==> src/rtl/uart_tx_feeder_pkg.sv <==
// uart_tx_feeder_pkg: shared UART timing derivation and pacing state encoding.
package uart_tx_feeder_pkg;

    localparam int FRAME_CNT_W = 20;

    typedef enum logic {IDLE = 1'b0, SEND = 1'b1} state_t;

    function automatic int baud_cnt_max(input int clk_freq, input int uart_bps);
        return clk_freq / uart_bps;
    endfunction

    // 10 frame bits plus one bit-time of idle margin before the next start bit
    function automatic int frame_cycles(input int clk_freq, input int uart_bps);
        return 11 * baud_cnt_max(clk_freq, uart_bps);
    endfunction

endpackage

==> src/rtl/uart_tx_feeder_if.sv <==
// uart_tx_feeder_if: producer write port, FIFO status and transmitter strobe bundle.
interface uart_tx_feeder_if #(parameter int FIFO_AW = 8);

    logic               wr_en;
    logic [7:0]         wr_data;
    logic               full;
    logic               empty;
    logic [FIFO_AW:0]   fifo_cnt;
    logic               overflow;
    logic               busy;
    logic [7:0]         po_data;
    logic               po_flag;

    modport master (
        output wr_en, wr_data,
        input  full, empty, fifo_cnt, overflow, busy, po_data, po_flag
    );

    modport slave (
        input  wr_en, wr_data,
        output full, empty, fifo_cnt, overflow, busy, po_data, po_flag
    );

endinterface

==> src/rtl/uart_tx_feeder_fifo_sync.sv <==
// uart_fifo_sync: register-array byte FIFO with async read and explicit occupancy count.
module uart_fifo_sync #(
    parameter int FIFO_AW = 8
) (
    input  logic               sys_clk,
    input  logic               sys_rst_n,
    input  logic               wr_en,
    input  logic [7:0]         wr_data,
    input  logic               rd_en,
    output logic [7:0]         rd_data,
    output logic               full,
    output logic               empty,
    output logic [FIFO_AW:0]   cnt,
    output logic               overflow
);

    localparam int DEPTH = 1 << FIFO_AW;

    logic [7:0]         mem [DEPTH];
    logic [FIFO_AW-1:0] wr_ptr_q, wr_ptr_d, rd_ptr_q, rd_ptr_d;
    logic [FIFO_AW:0]   cnt_q, cnt_d;
    logic               overflow_q, overflow_d;
    logic               wr_ok, rd_ok;

    // a write while full is dropped even when a read frees a slot this cycle
    always_comb begin
        full       = cnt_q == (FIFO_AW+1)'(DEPTH);
        empty      = cnt_q == '0;
        wr_ok      = wr_en && !full;
        rd_ok      = rd_en && !empty;
        wr_ptr_d   = wr_ptr_q + FIFO_AW'(wr_ok);
        rd_ptr_d   = rd_ptr_q + FIFO_AW'(rd_ok);
        cnt_d      = cnt_q + (FIFO_AW+1)'(wr_ok) - (FIFO_AW+1)'(rd_ok);
        overflow_d = wr_en && full;
    end

    assign rd_data  = mem[rd_ptr_q];
    assign cnt      = cnt_q;
    assign overflow = overflow_q;

    always_ff @(posedge sys_clk or negedge sys_rst_n) begin
        if (!sys_rst_n) begin
            wr_ptr_q   <= '0;
            rd_ptr_q   <= '0;
            cnt_q      <= '0;
            overflow_q <= 1'b0;
        end else begin
            wr_ptr_q   <= wr_ptr_d;
            rd_ptr_q   <= rd_ptr_d;
            cnt_q      <= cnt_d;
            overflow_q <= overflow_d;
        end
    end

    always_ff @(posedge sys_clk) begin
        if (wr_ok) mem[wr_ptr_q] <= wr_data;
    end

endmodule

==> src/rtl/uart_tx_feeder.sv <==
// uart_tx_feeder: buffers bytes and issues one po_flag strobe per UART frame time.
module uart_tx_feeder
    import uart_tx_feeder_pkg::*;
#(
    parameter int UART_BPS = 9600,
    parameter int CLK_FREQ = 50_000_000,
    parameter int FIFO_AW  = 8
) (
    input logic              sys_clk,
    input logic              sys_rst_n,
    uart_tx_feeder_if.slave  bus
);

    localparam int FRAME_CYCLES = frame_cycles(CLK_FREQ, UART_BPS);

    if (FRAME_CYCLES >= (1 << FRAME_CNT_W)) begin : g_frame_check
        $error("uart_tx_feeder: FRAME_CYCLES does not fit the frame counter");
    end

    state_t                 state_q, state_d;
    logic [FRAME_CNT_W-1:0] frame_cnt_q, frame_cnt_d;
    logic [7:0]             po_data_q, po_data_d;
    logic                   po_flag_q, po_flag_d;
    logic                   rd_en, empty;
    logic [7:0]             rd_data;

    uart_fifo_sync #(.FIFO_AW(FIFO_AW)) u_fifo (
        .sys_clk   (sys_clk),
        .sys_rst_n (sys_rst_n),
        .wr_en     (bus.wr_en),
        .wr_data   (bus.wr_data),
        .rd_en     (rd_en),
        .rd_data   (rd_data),
        .full      (bus.full),
        .empty     (empty),
        .cnt       (bus.fifo_cnt),
        .overflow  (bus.overflow)
    );

    // dequeue only from IDLE, so each byte owns a whole frame plus the idle cycle
    always_comb begin
        rd_en       = state_q == IDLE && !empty;
        state_d     = state_q == IDLE ? (empty ? IDLE : SEND)
                    : (frame_cnt_q == FRAME_CNT_W'(FRAME_CYCLES - 1) ? IDLE : SEND);
        frame_cnt_d = rd_en ? '0 : (state_q == SEND ? frame_cnt_q + 1'b1 : frame_cnt_q);
        po_data_d   = rd_en ? rd_data : po_data_q;
        po_flag_d   = rd_en;
    end

    always_ff @(posedge sys_clk or negedge sys_rst_n) begin
        if (!sys_rst_n) begin
            state_q     <= IDLE;
            frame_cnt_q <= '0;
            po_data_q   <= '0;
            po_flag_q   <= 1'b0;
        end else begin
            state_q     <= state_d;
            frame_cnt_q <= frame_cnt_d;
            po_data_q   <= po_data_d;
            po_flag_q   <= po_flag_d;
        end
    end

    assign bus.empty   = empty;
    assign bus.busy    = state_q == SEND;
    assign bus.po_data = po_data_q;
    assign bus.po_flag = po_flag_q;

endmodule

==> src/flat_wrapper.sv <==
// flat-port wrapper written by rule: the top's interface ports become plain ports
module uart_tx_feeder_flat import uart_tx_feeder_pkg::*;
#(
    parameter int UART_BPS = 9600,
    parameter int CLK_FREQ = 50_000_000,
    parameter int FIFO_AW  = 8
)
  (sys_clk, sys_rst_n, bus_wr_en, bus_wr_data, bus_full, bus_empty, bus_fifo_cnt, bus_overflow, bus_busy, bus_po_data, bus_po_flag);
  uart_tx_feeder_if #(.FIFO_AW(FIFO_AW)) bus_i ();
  input logic sys_clk;
  input logic sys_rst_n;
  input wire logic [$bits(bus_i.wr_en)-1:0] bus_wr_en;
  input wire logic [$bits(bus_i.wr_data)-1:0] bus_wr_data;
  output wire logic [$bits(bus_i.full)-1:0] bus_full;
  output wire logic [$bits(bus_i.empty)-1:0] bus_empty;
  output wire logic [$bits(bus_i.fifo_cnt)-1:0] bus_fifo_cnt;
  output wire logic [$bits(bus_i.overflow)-1:0] bus_overflow;
  output wire logic [$bits(bus_i.busy)-1:0] bus_busy;
  output wire logic [$bits(bus_i.po_data)-1:0] bus_po_data;
  output wire logic [$bits(bus_i.po_flag)-1:0] bus_po_flag;
  assign bus_i.wr_en = bus_wr_en;
  assign bus_i.wr_data = bus_wr_data;
  assign bus_full = bus_i.full;
  assign bus_empty = bus_i.empty;
  assign bus_fifo_cnt = bus_i.fifo_cnt;
  assign bus_overflow = bus_i.overflow;
  assign bus_busy = bus_i.busy;
  assign bus_po_data = bus_i.po_data;
  assign bus_po_flag = bus_i.po_flag;
  uart_tx_feeder #(.UART_BPS(UART_BPS), .CLK_FREQ(CLK_FREQ), .FIFO_AW(FIFO_AW)) u_core (.sys_clk(sys_clk), .sys_rst_n(sys_rst_n), .bus(bus_i));
endmodule
==> config.mk <==
export PLATFORM = sky130hd
export DESIGN_NAME = uart_tx_feeder_flat
export DESIGN_NICKNAME = d
export VERILOG_FILES = /design/src/rtl/uart_tx_feeder_pkg.sv /design/src/rtl/uart_tx_feeder_if.sv /design/src/rtl/uart_tx_feeder_fifo_sync.sv /design/src/rtl/uart_tx_feeder.sv /design/src/flat_wrapper.sv
export SDC_FILE = /design/constraint.sdc
export NUM_CORES = 2
export LEC_CHECK = 0
export BUFFER_PORTS_ARGS = -buffer_cell sky130_fd_sc_hd__buf_2
export CAP_MARGIN = 10
export CORE_UTILIZATION = 57
export DETAILED_ROUTE_END_ITERATION = 10
export PLACE_DENSITY = 0.79
export SYNTH_ARGS = -nofsm -noshare
export SYNTH_HDL_FRONTEND = slang
export SYNTH_SLANG_ARGS = --single-unit
==> constraint.sdc <==
create_clock -name sys_clk -period 3.8 [get_ports sys_clk]
set_input_delay 0.19 -clock sys_clk [delete_from_list [all_inputs] [get_ports sys_clk]]
set_output_delay 0.19 -clock sys_clk [all_outputs]
set_load 0.03 [all_outputs]
==> flow_summary.json <==
{
  "powerDensity_mw_per_mm2": 515.5,
  "globalplace.congestion": 0.9131,
  "final_nets": 4435,
  "yosys_warnings": 0,
  "worstSkewPairLatency_ns": 0.85,
  "status": "finished with violations",
  "yosys.area.top_type": "edfxtp_1",
  "finalHoldViolations": 0,
  "htree_num_levels": 4,
  "peakVddDrop_mv": 0.5871,
  "antenna_found_initial": 5,
  "synth_nets": 4198,
  "via_per_inst": 6.841,
  "drt-initial-drc-count": 6678,
  "cap_violations": 0,
  "skew_ns": 0.02844,
  "worst-path-max-fanout": 39,
  "root_buffer": "clkbuf_16",
  "via_count": 44320,
  "track_usage": 0.2929,
  "drt_wl_total_um": 214300,
  "tightest_slew_ns": 1.247,
  "synth-edff-count": 2048,
  "detail-route-antenna-nets": 0,
  "finalPower_w": 0.04762,
  "grt_pass1_wl_um": 305400,
  "yosys_most_used_dff": "edfxtp_1",
  "syn_inst": 4169,
  "slew_viol_final": 0,
  "io_buffers": 32,
  "syn-cell-area_mm2": 0.08246,
  "grt_pass1_vias": 44150,
  "wl_per_cell_um": 33.08,
  "fmax_mhz": 275.4,
  "drive_gt1_frac": 0.2178,
  "cts_tree": "yes",
  "async_flop_share": 0.02662,
  "critPathCaptureType": "flip-flop",
  "cts_buffers": 194,
  "core_area_mm2": 0.1437,
  "row_count": 139,
  "dp.final_hpwl_um": 127500,
  "synth_most_common_cell": "edfxtp_1",
  "rsz0062_at_grt": "no",
  "worstPathArrival_ns": 4.36,
  "synth.distinct_cells": 73,
  "fillers": 9063,
  "grt_max_degree": 160,
  "min_period_over_period": 0.9556,
  "setup_viol": 0,
  "die_h_um": 382.4,
  "synth_sequential_area_ratio": 0.7628,
  "ys_ff_latch": 2104,
  "worstSetupPathType": "flip-flop to flip-flop",
  "cp.required_ns": 4.53,
  "finalSetupTns_ns": 0,
  "p_leak_nw": 31.03,
  "min_period_ns": 3.631,
  "firstDrtPassIters": 9,
  "synth_area_per_cell_um2": 19.78,
  "yosys.area.top_type_share": 0.7458,
  "dieArea_mm2": 0.1462,
  "hold_class": "input pin to flip-flop",
  "ctsHoldBuffers": 7,
  "ys_top_cells_by_area": "edfxtp_1 (75%), mux4_2 (11%), mux2i_1 (3.5%)",
  "grt.overflow.total": 0,
  "ios": 33,
  "start_util": 0.5740,
  "clk_pin_slew_ns": 0.07,
  "remaining_drc_errors": 20,
  "cts-resized-gates": 0,
  "slew_headroom": 0.1659,
  "die_w_um": 382.4,
  "critical_path.startpoint_type": "flip-flop",
  "synthTopCellsByCount": "edfxtp_1 (2,048), mux4_2 (385), nor2_1 (308), mux2i_1 (291), nand2_1 (159)",
  "violations": "design-rule violations",
  "clock-sinks": 2104,
  "cts_setup_buffers": 0,
  "ctsLongestPathBuffers": 3,
  "syn2layout_area_growth_pct": 12.03
}
sequential cells by signal, indices dropped and copies added, names as in the netlist:
| register | count |
|---|---|
| u_core.u_fifo.overflow | 1 |
| u_core.u_fifo.wr_ptr_q | 8 |
| u_core.bus.po_data | 8 |
| u_core.u_fifo.rd_ptr_q | 8 |
| u_core.bus.busy | 1 |
| u_core.u_fifo.mem | 2048 |
| u_core.u_fifo.cnt | 9 |
| u_core.bus.po_flag | 1 |
| u_core.frame_cnt_q | 20 |
cells in the final DEF, fill, tap and decap left out, types with 8 or more instances in the layout:
cell / count
nand4_1: 11
o221ai_1: 55
a211oi_1: 17
edfxtp_1: 2048
nand2_1: 155
a221oi_1: 28
mux4_2: 385
a31oi_1: 10
clkinv_1: 39
clkbuf_8: 15
buf_12: 33
clkbuf_1: 41
xor2_1: 8
a22oi_1: 57
clkinvlp_4: 8
nand3_1: 58
o22ai_1: 51
ha_1: 17
nor2_1: 303
inv_1: 14
o21ai_0: 49
dfrtp_1: 45
a22o_1: 31
clkinv_2: 33
nor3_1: 26
xnor2_1: 16
nor2b_1: 16
a21oi_1: 82
mux2i_1: 291
mux2_2: 11
buf_4: 214
clkbuf_16: 195
buf_2: 24
bufinv_16: 20
per-layer routing:
metal / track usage / wire length (um) / vias up
met3: 0.08290 / 27700 / 625
met4: 0.1396 / 11140 / 8
met2: 0.4489 / 99950 / 3499
li1: - / - / 17550
met1: 0.3912 / 75420 / 22630
met5: 0 / 56 / -
per-stage QoR:
stage	setup WS, ns	cells	instance area [um^2]	hold WS, ns	util
CTS	0.2071	6471	92360	0.03909	0.6429
global placement	0.3211	6105	85920	0.1477	0.5981
finish	0.1686	6478	92380	0.05166	0.6431
floorplan	0.008430	4169	82500	-0.1056	-
detailed placement	0.2741	6105	85920	0.1530	0.5981
global route	0.08865	6472	92370	0.06768	0.6430
kinds of logic after synthesis:
group / synth area share
AO/OA/AOI/OAI: 0.03781
XOR/XNOR: 0.002549
adder cells (fa/ha/maj): 0.002822
buffers and inverters: 0.01938
flip-flops: 0.7628
multiplexers: 0.1420
AND/OR/NAND/NOR: 0.03268
layout make-up:
class                   instances  area [um^2]  share of cell area
well taps                    1903         2381             0.02577
repair buffers                286         2567             0.02779
inverters                      21        81.33           0.0008803
clock inverters               116         1236             0.01338
clock buffers                 243         5130             0.05553
multi-input cells            1799        18050              0.1954
diodes                          6        15.01           0.0001625
flip-flops and latches       2104        62920              0.6811
worst max-delay path, cell delays in order (launching register included):
cell,delay (ns)
dfrtp_4,0.79
buf_12,0.35
mux4_2,0.56
o21ai_0,0.31
a211o_1,0.21
nand3_1,0.26
o311ai_0,0.65
buf_4,0.24
o41ai_1,0.07
report_power, final:
group          internal, W  switching, W  leakage, nW
sequential          0.0258      0.000167         19.1
combinational     0.000498       0.00160         8.84
clock               0.0110       0.00861         3.09
total               0.0372        0.0104         31.0
path summary, 6_finish.rpt:
path / from / end / slack, ns / depth (start not counted)
max reg2reg: u_core.u_fifo.rd_ptr_q[0] / u_core.bus.po_data[3] / 0.17 / 8
max in group asynchronous: sys_rst_n / u_core.frame_cnt_q[12] / 2.16 / 4
max: u_core.u_fifo.rd_ptr_q[0] / u_core.bus.po_data[3] / 0.17 / 8
min: bus_wr_data[3] / u_core.u_fifo.mem[222][3] / 0.05 / 1
min reg2reg: u_core.frame_cnt_q[12] / u_core.frame_cnt_q[12] / 0.50 / 1
min in group asynchronous: sys_rst_n / u_core.frame_cnt_q[3] / 0.53 / 4
Power figures use the tool's default switching activity.
